--- src/rtl/drv_switch_array_if.sv ---
// Switch-bank bus: raw pins in, debounced levels, event pulses and click encoder out.
interface drv_switch_array_if #(
    parameter int p_width = 4
);
    localparam int c_code_w = (p_width > 1) ? $clog2(p_width) : 1;

    logic [p_width-1:0]  i_drv_sw;
    logic [p_width-1:0]  o_press;
    logic [p_width-1:0]  o_click;
    logic [p_width-1:0]  o_release;
    logic [p_width-1:0]  o_long;
    logic [p_width-1:0]  o_repeat;
    logic [p_width-1:0]  o_toggle;
    logic                o_toggle_common;
    logic [c_code_w-1:0] o_code;
    logic                o_code_valid;

    modport master (
        output i_drv_sw,
        input  o_press, o_click, o_release, o_long, o_repeat, o_toggle,
        input  o_toggle_common, o_code, o_code_valid
    );

    modport slave (
        input  i_drv_sw,
        output o_press, o_click, o_release, o_long, o_repeat, o_toggle,
        output o_toggle_common, o_code, o_code_valid
    );
endinterface

--- src/rtl/drv_switch_array.sv ---
// Debounced switch bank: shared tick prescaler, per-channel debounce + press FSM
// (click/release/long/repeat/toggle), toggle OR and lowest-index click encoder.
module drv_switch_lane #(
    parameter string p_mode   = "pullup",
    parameter int    p_stable = 3,
    parameter int    p_long   = 64,
    parameter int    p_repeat = 16
) (
    input  logic i_clk,
    input  logic i_rst,
    input  logic i_tick,
    input  logic i_sw,
    output logic o_press,
    output logic o_click,
    output logic o_release,
    output logic o_long,
    output logic o_repeat,
    output logic o_toggle
);
    localparam logic c_rel    = (p_mode == "pullup") ? 1'b1 : 1'b0;
    localparam int   c_stab_w = $clog2(p_stable + 1);
    localparam int   c_hold_w = $clog2(p_long + 1);
    localparam int   c_rep_w  = $clog2(p_repeat + 1);

    typedef enum logic [1:0] {st_idle, st_held, st_long} state_t;

    state_t              state, state_nxt;
    logic [1:0]          sync;
    logic                sample;
    logic [c_stab_w-1:0] stab, stab_nxt;
    logic [c_hold_w-1:0] hold, hold_nxt;
    logic [c_rep_w-1:0]  rep, rep_nxt;
    logic press_nxt, click_nxt, release_nxt, long_nxt, repeat_nxt;

    // XOR with the released level turns either polarity into pressed=1
    assign sample = sync[1] ^ c_rel;

    always_comb begin
        state_nxt   = state;
        stab_nxt    = stab;
        hold_nxt    = hold;
        rep_nxt     = rep;
        press_nxt   = o_press;
        click_nxt   = 1'b0;
        release_nxt = 1'b0;
        long_nxt    = 1'b0;
        repeat_nxt  = 1'b0;

        if (i_tick) begin
            if (sample != o_press) begin
                if (stab == c_stab_w'(p_stable - 1)) begin
                    stab_nxt  = '0;
                    press_nxt = ~o_press;
                end else begin
                    stab_nxt = stab + c_stab_w'(1);
                end
            end else begin
                stab_nxt = '0;
            end
        end

        case (state)
            st_idle: if (press_nxt && !o_press) begin
                click_nxt = 1'b1;
                state_nxt = st_held;
                hold_nxt  = '0;
            end
            st_held: if (i_tick) begin
                if (hold == c_hold_w'(p_long - 1)) begin
                    long_nxt  = 1'b1;
                    state_nxt = st_long;
                    hold_nxt  = '0;
                    rep_nxt   = '0;
                end else begin
                    hold_nxt = hold + c_hold_w'(1);
                end
            end
            st_long: if (i_tick) begin
                if (rep == c_rep_w'(p_repeat - 1)) begin
                    repeat_nxt = 1'b1;
                    rep_nxt    = '0;
                end else begin
                    rep_nxt = rep + c_rep_w'(1);
                end
            end
            default: state_nxt = st_idle;
        endcase

        // Release overrides any long/repeat event landing on the same tick
        if (!press_nxt && o_press) begin
            release_nxt = 1'b1;
            long_nxt    = 1'b0;
            repeat_nxt  = 1'b0;
            state_nxt   = st_idle;
            hold_nxt    = '0;
            rep_nxt     = '0;
        end
    end

    always_ff @(posedge i_clk or negedge i_rst) begin
        if (!i_rst) state <= st_idle;
        else        state <= state_nxt;
    end

    always_ff @(posedge i_clk or negedge i_rst) begin
        if (!i_rst) begin
            sync      <= {2{c_rel}};
            stab      <= '0;
            hold      <= '0;
            rep       <= '0;
            o_press   <= 1'b0;
            o_click   <= 1'b0;
            o_release <= 1'b0;
            o_long    <= 1'b0;
            o_repeat  <= 1'b0;
            o_toggle  <= 1'b0;
        end else begin
            sync      <= {sync[0], i_sw};
            stab      <= stab_nxt;
            hold      <= hold_nxt;
            rep       <= rep_nxt;
            o_press   <= press_nxt;
            o_click   <= click_nxt;
            o_release <= release_nxt;
            o_long    <= long_nxt;
            o_repeat  <= repeat_nxt;
            o_toggle  <= o_toggle ^ click_nxt;
        end
    end
endmodule

module drv_switch_array #(
    parameter int    p_width  = 4,
    parameter int    p_scale  = 5,
    parameter string p_mode   = "pullup",
    parameter int    p_stable = 3,
    parameter int    p_long   = 64,
    parameter int    p_repeat = 16
) (
    input  logic                i_clk,
    input  logic                i_rst,
    drv_switch_array_if.slave   bus
);
    localparam int c_code_w = (p_width > 1) ? $clog2(p_width) : 1;

    logic [p_scale-1:0]  pre_cnt;
    logic                tick;
    logic [p_width-1:0]  press, click, rel, lng, rpt, tgl;
    logic                tgl_common;
    logic [c_code_w-1:0] code;

    assign tick = &pre_cnt;

    always_ff @(posedge i_clk or negedge i_rst) begin
        if (!i_rst) begin
            pre_cnt    <= '0;
            tgl_common <= 1'b0;
        end else begin
            pre_cnt    <= pre_cnt + p_scale'(1);
            tgl_common <= |tgl;
        end
    end

    for (genvar g = 0; g < p_width; g++) begin : g_lane
        drv_switch_lane #(
            .p_mode(p_mode), .p_stable(p_stable), .p_long(p_long), .p_repeat(p_repeat)
        ) u_lane (
            .i_clk    (i_clk),
            .i_rst    (i_rst),
            .i_tick   (tick),
            .i_sw     (bus.i_drv_sw[g]),
            .o_press  (press[g]),
            .o_click  (click[g]),
            .o_release(rel[g]),
            .o_long   (lng[g]),
            .o_repeat (rpt[g]),
            .o_toggle (tgl[g])
        );
    end

    // Scan high to low so the lowest clicked index is the last write
    always_comb begin
        code = '0;
        for (int i = p_width - 1; i >= 0; i--) begin
            if (click[i]) code = c_code_w'(i);
        end
    end

    assign bus.o_press         = press;
    assign bus.o_click         = click;
    assign bus.o_release       = rel;
    assign bus.o_long          = lng;
    assign bus.o_repeat        = rpt;
    assign bus.o_toggle        = tgl;
    assign bus.o_toggle_common = tgl_common;
    assign bus.o_code          = code;
    assign bus.o_code_valid    = |click;
endmodule

--- src/flat_wrapper.sv ---
// flat-port wrapper written by rule: the top's interface ports become plain ports
module drv_switch_array_flat 
#(
    parameter int    p_width  = 4,
    parameter int    p_scale  = 5,
    parameter string p_mode   = "      ",
    parameter int    p_stable = 3,
    parameter int    p_long   = 64,
    parameter int    p_repeat = 16
)
  (i_clk, i_rst, bus_i_drv_sw, bus_o_press, bus_o_click, bus_o_release, bus_o_long, bus_o_repeat, bus_o_toggle, bus_o_toggle_common, bus_o_code, bus_o_code_valid);
  drv_switch_array_if #(.p_width(p_width)) bus_i ();
  input  logic i_clk;
  input  logic i_rst;
  input wire logic [$bits(bus_i.i_drv_sw)-1:0] bus_i_drv_sw;
  output wire logic [$bits(bus_i.o_press)-1:0] bus_o_press;
  output wire logic [$bits(bus_i.o_click)-1:0] bus_o_click;
  output wire logic [$bits(bus_i.o_release)-1:0] bus_o_release;
  output wire logic [$bits(bus_i.o_long)-1:0] bus_o_long;
  output wire logic [$bits(bus_i.o_repeat)-1:0] bus_o_repeat;
  output wire logic [$bits(bus_i.o_toggle)-1:0] bus_o_toggle;
  output wire logic [$bits(bus_i.o_toggle_common)-1:0] bus_o_toggle_common;
  output wire logic [$bits(bus_i.o_code)-1:0] bus_o_code;
  output wire logic [$bits(bus_i.o_code_valid)-1:0] bus_o_code_valid;
  assign bus_i.i_drv_sw = bus_i_drv_sw;
  assign bus_o_press = bus_i.o_press;
  assign bus_o_click = bus_i.o_click;
  assign bus_o_release = bus_i.o_release;
  assign bus_o_long = bus_i.o_long;
  assign bus_o_repeat = bus_i.o_repeat;
  assign bus_o_toggle = bus_i.o_toggle;
  assign bus_o_toggle_common = bus_i.o_toggle_common;
  assign bus_o_code = bus_i.o_code;
  assign bus_o_code_valid = bus_i.o_code_valid;
  drv_switch_array #(.p_width(p_width), .p_scale(p_scale), .p_mode(p_mode), .p_stable(p_stable), .p_long(p_long), .p_repeat(p_repeat)) u_core (.i_clk(i_clk), .i_rst(i_rst), .bus(bus_i));
endmodule
--- config.mk ---
export PLATFORM = sky130hd
export DESIGN_NAME = drv_switch_array_flat
export DESIGN_NICKNAME = d
export VERILOG_FILES = /design/src/rtl/drv_switch_array_if.sv /design/src/rtl/drv_switch_array.sv /design/src/flat_wrapper.sv
export SDC_FILE = /design/constraint.sdc
export NUM_CORES = 1
export LEC_CHECK = 0
export ABC_AREA = 1
export BUFFER_PORTS_ARGS = -buffer_cell sky130_fd_sc_hd__buf_2
export CORE_ASPECT_RATIO = 0.7
export CORE_MARGIN = 2
export CORE_UTILIZATION = 61
export DETAILED_ROUTE_END_ITERATION = 10
export MAX_ROUTING_LAYER = met4
export PLACE_DENSITY = 0.8
export SETUP_SLACK_MARGIN = 0.1
export SLEW_MARGIN = 40
export SYNTH_ARGS = -nofsm -noshare
export SYNTH_HDL_FRONTEND = slang
export SYNTH_SLANG_ARGS = --single-unit
--- constraint.sdc ---
create_clock -name i_clk -period 2.23 [get_ports i_clk]
set_input_delay 0.3345 -clock i_clk [delete_from_list [all_inputs] [get_ports i_clk]]
set_output_delay 0.3345 -clock i_clk [all_outputs]
set_load 0.005 [all_outputs]
== Word level (Yosys, flattened, before mapping) ==
Index checks and enable logic that the tools add are counted.
Cells by class
  mux-type cells: 132
  reduce and logical (&&, ||, !) cells: 43
  add/sub/neg operators: 13
  bitwise operators: 8
  equality and inequality tests: 44
Operators with widths (number)
  $mux W7: 16
  $mux W5: 20
  $mux W1: 56
  $mux W2: 28
  $pmux W7 S2: 4
  $pmux W5 S2: 4
  $reduce_and A4 Y1: 8
  $ne A3 B3 Y1 const B: 10
  $add A7 B1 Y7 const B: 4
  $eq A7 B6 Y1 const B: 4
  $add A5 B1 Y5 const B: 5
  $pmux W2 S3: 4
  $reduce_bool A3 Y1: 8
  $eq A5 B4 Y1 const B: 4
  $ne A3 B2 Y1 const B: 6
  $eq A2 B2 Y1 const B: 8
  $reduce_and A3 Y1: 4
  $add A2 B1 Y2 const B: 4
  $eq A2 B1 Y1 const B: 4
  $logic_and A1 B1 Y1: 8
  $logic_not A1 Y1: 8
  $logic_not A2 Y1: 4
  $ne A2 B2 Y1 const B: 4
  $reduce_or A4 Y1: 2
  other kinds (4): 13
Word-level totals
  logic and storage cells: 286
  bits of input ports: 6
  bits in registers: 102
  output and inout port bits: 28

== Logic depth before layout (Yosys ltp) ==
  depth after elaboration: 8
  gate-level depth with buffers: 13
  depth with buffers taken out: 13

== Modules after synthesis ==
A second synthesis with hierarchy kept.
Unflattened totals
  cell total of the unflattened synthesis: 641
  area, all modules: 5318.9 um^2
By module, submodules not included
  drv_switch_lane (u_core.g_lane[1].u_lane): cells an instance 159, times used 1, sequential area each 600.6 um^2, area each 1292.5 um^2
  drv_switch_lane (u_core.g_lane[3].u_lane): cells an instance 159, times used 1, sequential area each 600.6 um^2, area each 1285.0 um^2
  drv_switch_lane (u_core.g_lane[2].u_lane): cells an instance 159, times used 1, sequential area each 600.6 um^2, area each 1277.5 um^2
  drv_switch_lane (u_core.g_lane[0].u_lane): cells an instance 136, times used 1, sequential area each 600.6 um^2, area each 1202.4 um^2
  drv_switch_array: cells an instance 28, times used 1, sequential area each 150.1 um^2, area each 261.5 um^2

== Worst setup path after synthesis ==
OpenSTA, ideal clock, no wires.
  kind: register to register
  start point: register u_core.pre_cnt[0]
  end point: register u_core.g_lane[2].u_lane.rep[3]
  arrival time: 1.806 ns
  setup time: 0.116 ns
  clock period less this slack: 1.923 ns
  setup slack: 0.307 ns
  buffers on the path: 1
  stages on the path, launching flop included: 14
  data required time: 2.114 ns
  cell sequence: dfrtp_1 > ha_1 > nand2_1 > nor2_1 > ha_1 > buf_6 > nand3_4 > nor2_8 > nor2_1 > nand2_1 > nand2_2 > nor2_4 > nand2_1 > nand2_1
Between the ends
  cells in the longest elaborated chain, start to end: 6
  elaborated cells between the ends (all ways): 10
  classes of those cells: eq/ne: 3; mux: 2; reduce/logical: 5
RTL lines
  start: declaration: RTL line drv_switch_array.sv:146  | logic [p_scale-1:0] pre_cnt;
  start signal: assignment: RTL line drv_switch_array.sv:159  | pre_cnt <= pre_cnt + p_scale'(1);
  $reduce_and A5 Y1 *: RTL line drv_switch_array.sv:152  | assign tick = &pre_cnt;
  via u_core.g_lane[0].u_lane.i_tick: RTL line drv_switch_array.sv:11  | input logic i_tick,
  $mux W1: RTL line drv_switch_array.sv:49  | if (i_tick) begin
  $logic_not A1 Y1: RTL line drv_switch_array.sv:90  | if (!press_nxt && o_press) begin
  $logic_and A1 B1 Y1: RTL line drv_switch_array.sv:90
  $ne A3 B2 Y1 (no source line), or another cell as far along
  $reduce_and A4 Y1 (no source line)
  end signal: assignment: RTL line drv_switch_array.sv:121  | rep <= rep_nxt;
  end: declaration: RTL line drv_switch_array.sv:32  | logic [c_rep_w-1:0] rep, rep_nxt;
Mark *: on every way through the listed nets, which the timed path passes. The rest lies on a longest branch.
A chain may end at the register's enable or synchronous reset.

== Worst setup path in the final report ==
  start point: register u_core.pre_cnt[1]
  end point: register u_core.g_lane[3].u_lane.hold[2]
Between the ends
  cells in the longest elaborated chain, start to end: 6
  elaborated cells between the ends (all ways): 10
  classes of those cells: eq/ne: 2; mux: 2; reduce/logical: 6
RTL lines
  $reduce_and A5 Y1 *: RTL line drv_switch_array.sv:152
  via u_core.g_lane[0].u_lane.i_tick: RTL line drv_switch_array.sv:11
  $mux W1: RTL line drv_switch_array.sv:49
  $logic_not A1 Y1: RTL line drv_switch_array.sv:90
  $logic_and A1 B1 Y1: RTL line drv_switch_array.sv:90
  $ne A3 B2 Y1 (no source line), or another cell as far along
  $reduce_and A3 Y1 (no source line)
  end signal: assignment: RTL line drv_switch_array.sv:120  | hold <= hold_nxt;
  end: declaration: RTL line drv_switch_array.sv:31  | logic [c_hold_w-1:0] hold, hold_nxt;
Marked as above.

==> metrics.cfg <==
[status]
status = finished, final reports clean

[die]
fp.dieH_um = 82.5
die_x_um = 116
dieArea_um2 = 9590
initial_core_util_pct = 63.1
core_um2 = 8510
io_pins = 34
row_count = 28

[synth]
ys_top_cells_by_area = dfrtp_1 48%, nand2_1 15%, nor2_1 5.2%
netlist_instances = 679
netlist_area_um2 = 5370
synth_cell_type_count = 31
seq_area_frac_synth_pct = 47.5
synth_top_area_cell = dfrtp_1
synth_warnings = 0
ys_seq_elements = 102
syn_area_per_cell_um2 = 7.91
syn_nets = 695
synth_top_cell_area_share_pct = 47.5

[cts]
path_clk_slew_ns = 0.07
clock-root-buffer = clkbuf_16
cts_buffers = 9
htreeDepth = 3
insertion_delay_ns = 0.35
clk_path_buf_depth = 2
cts_tree = done
cts.sinks = 102

[grt]
antenna_found_initial = 0
gr-total-overflow = 0
grt_pass1_wl_um = 18500
grtUsageTotal_pct = 25.2
first_global_vias = 4245
grt_start_max_net_pins = 48

[critical_path]
critPathKind = reg -> reg
arrival_ns = 2.32
critPathBufInv = 1
cp_common_cell = nand2_1
crit_family = simple AND/OR/NAND/NOR gates
path_max_fanout = 7
worst_path_largest_cell_delay_ns = 0.36
end_kind = register
cp-startpoint = u_core.pre_cnt[1]
worstPathCellList = ha_2 > nand2_1 > nor2_1 > ha_2 > buf_8 > nand3_4 > nor2_4 > nor2_4 > nand3b_1 > nand2_1 > nand2_1
cp-start-kind = register
reg2reg_to = u_core.g_lane[3].u_lane.hold[2]
crit_required_ns = 2.47
r2r_cells = 11
cp.depth = 11
slowest_stage = dfrtp_1
r2r_start = u_core.pre_cnt[1]
r2r_slack_ns = 0.15

[hold_path]
min_to = u_core.g_lane[3].u_lane.sync[0]
hp-start = bus_i_drv_sw[3]
worstHoldPathCells = 1
holdCritPathClass = in -> reg

[detailed_routing]
drtIter0Drc = 414
via_per_inst = 5.28
vias = 4479
drc = 0
drtPass1Iterations = 5
drt_wl_total_um = 11500
avgRoutedWirePerCell_um = 13.6
met1_length_um = 5140
ant_nets = 0
wl_met2_um = 5640
route.met3.wl_um = 546
top_layer = met4

[placement]
post-place-ws_ns = -0.00530
portBuffers = 33
dp_hpwl_um = 7570
gp_congestion = 0.888

[final_layout]
fin_nets = 740
layout-drive-gt1-share_pct = 19.6
syn2layout_area_growth_pct = 15.5
antenna-diode-count = 0
num-fill-cells = 618

[run]
cap_viol_max_count = 0

[sta]
finalMaxSlewViolations = 0
setup_ws_ns = 0.148
worstMarginPinSlew_ns = 0.495
setup_violations = 0
max_freq_ghz = 0.480
hold_violations = 0
maxSlewHeadroom_pct = 67.0
rsz0062_at_grt = yes
clock_skew_ns = 0.00860
period_minus_slack_ns = 2.08
final.period_utilization_pct = 93.3

[pwr]
p_leak_nw = 3.21
p_total_mw = 3.51
max-vdd-ir-drop_v = 0.000375
p_per_area_nw_per_um2 = 566

cell families after synthesis:
logic type	after synthesis	synth area share, %
adders and majority gates	10	2.33
DFF	102	47.5
xor gates and xnor gates	17	2.77
buffers and inverters	103	9.06
and+or+nand+nor	416	35.3
AOI/OAI and AO/OA	31	3.03
worst register-to-register path, cell delays in order, from the launching register on:
cell and delay [ns]:
dfrtp_1 0.36, ha_2 0.19, nand2_1 0.06, nor2_1 0.12
ha_2 0.24, buf_8 0.13, nand3_4 0.10, nor2_4 0.18
nor2_4 0.07, nand3b_1 0.31, nand2_1 0.16, nand2_1 0.06
layer usage:
layer | up-vias | track usage (%)
li1 | 2213 | -
met1 | 2112 | 30.8
met2 | 134 | 42.5
met3 | 20 | 6.20
met4 | 0 | 7.26
met5 | - | -
power by group:
part	internal, mW	switching [mW]	leakage [nW]
logic	0.0138	0.0477	1.68
registers	1.86	0.00879	1.39
clock network	0.901	0.681	0.142
cell usage after synthesis (all sizes together):
master	count
buf	27
and3	1
inv	75
o21ai	25
or2	7
nand3b	3
dfrtp	102
o21bai	2
nand3	55
nor3	8
nand4	22
xor2	12
xnor2	5
a21oi	3
nand2	225
nor2	90
nor3b	5
o211ai	1
clkbuf	1
ha	10
state kept, by name, summed over array words and instances, names as in the netlist:
name	cells
u_core.g_lane.u_lane.o_repeat	4
u_core.g_lane.u_lane.o_release	4
u_core.g_lane.u_lane.o_toggle	4
u_core.g_lane.u_lane.o_long	4
u_core.g_lane.u_lane.state	8
u_core.g_lane.u_lane.o_click	4
u_core.g_lane.u_lane.rep	20
u_core.bus.o_toggle_common	1
u_core.pre_cnt	5
u_core.g_lane.u_lane.o_press	4
u_core.g_lane.u_lane.hold	28
u_core.g_lane.u_lane.stab	8
u_core.g_lane.u_lane.sync	8
cell usage in the layout (no fill, tap or decap), types with 8 or more instances in the layout:
master / count
nand2_1: 208
dfrtp_1: 102
inv_1: 71
nor2_1: 67
nand3_1: 42
buf_2: 32
buf_4: 24
nand4_1: 22
o21ai_0: 17
nand2_2: 17
nor2_4: 13
xor2_1: 12
nor2_2: 9
clkbuf_16: 9
nor3_1: 8
o21ai_1: 8
ha_1: 8
worst max-delay path by stage:
stage / endpoint
floorplan: u_core.g_lane[2].u_lane.rep[3]
global placement: u_core.g_lane[3].u_lane.rep[1]
detailed placement: u_core.g_lane[1].u_lane.rep[3]
CTS: u_core.g_lane[3].u_lane.rep[0]
global route: u_core.g_lane[3].u_lane.hold[2]
finish: u_core.g_lane[3].u_lane.hold[2]
metrics by stage:
stage	instance area [µm²]	hold slack [ns]	setup TNS [ns]	instances	util [%]
after floorplan	5370	0.0389	0	679	-
after global placement	5570	0.329	0	814	65.5
after detailed placement	5570	0.333	-0.0114	814	65.5
after CTS	5960	0.0809	0	836	70.0
after global routing	6210	0.0851	0	849	72.9
final	6210	0.0896	0	849	72.9
what timing repair did:
action / 4_1_cts / 5_1_grt
pin swaps: 5 / 21
resized for setup: 10 / 45
setup endpoints to repair: 37 / 51
setup buffers: 5 / 12
hold endpoints to repair: 36 / 0
hold buffers: 1 / 0
cloned: 0 / 1
final cells by class:
type                            instances  area, µm²  area share [%]
Clock buffer                           11        243            3.91
Clock inverter                          5       58.8           0.947
Tap cell                              120        150            2.42
Timing Repair Buffer                   61        408            6.57
Sequential cell                       102       2550            41.1
Multi-Input combinational cell        475       2510            40.4
Inverter                               75        289            4.66
(Power assumes the default switching activity.)
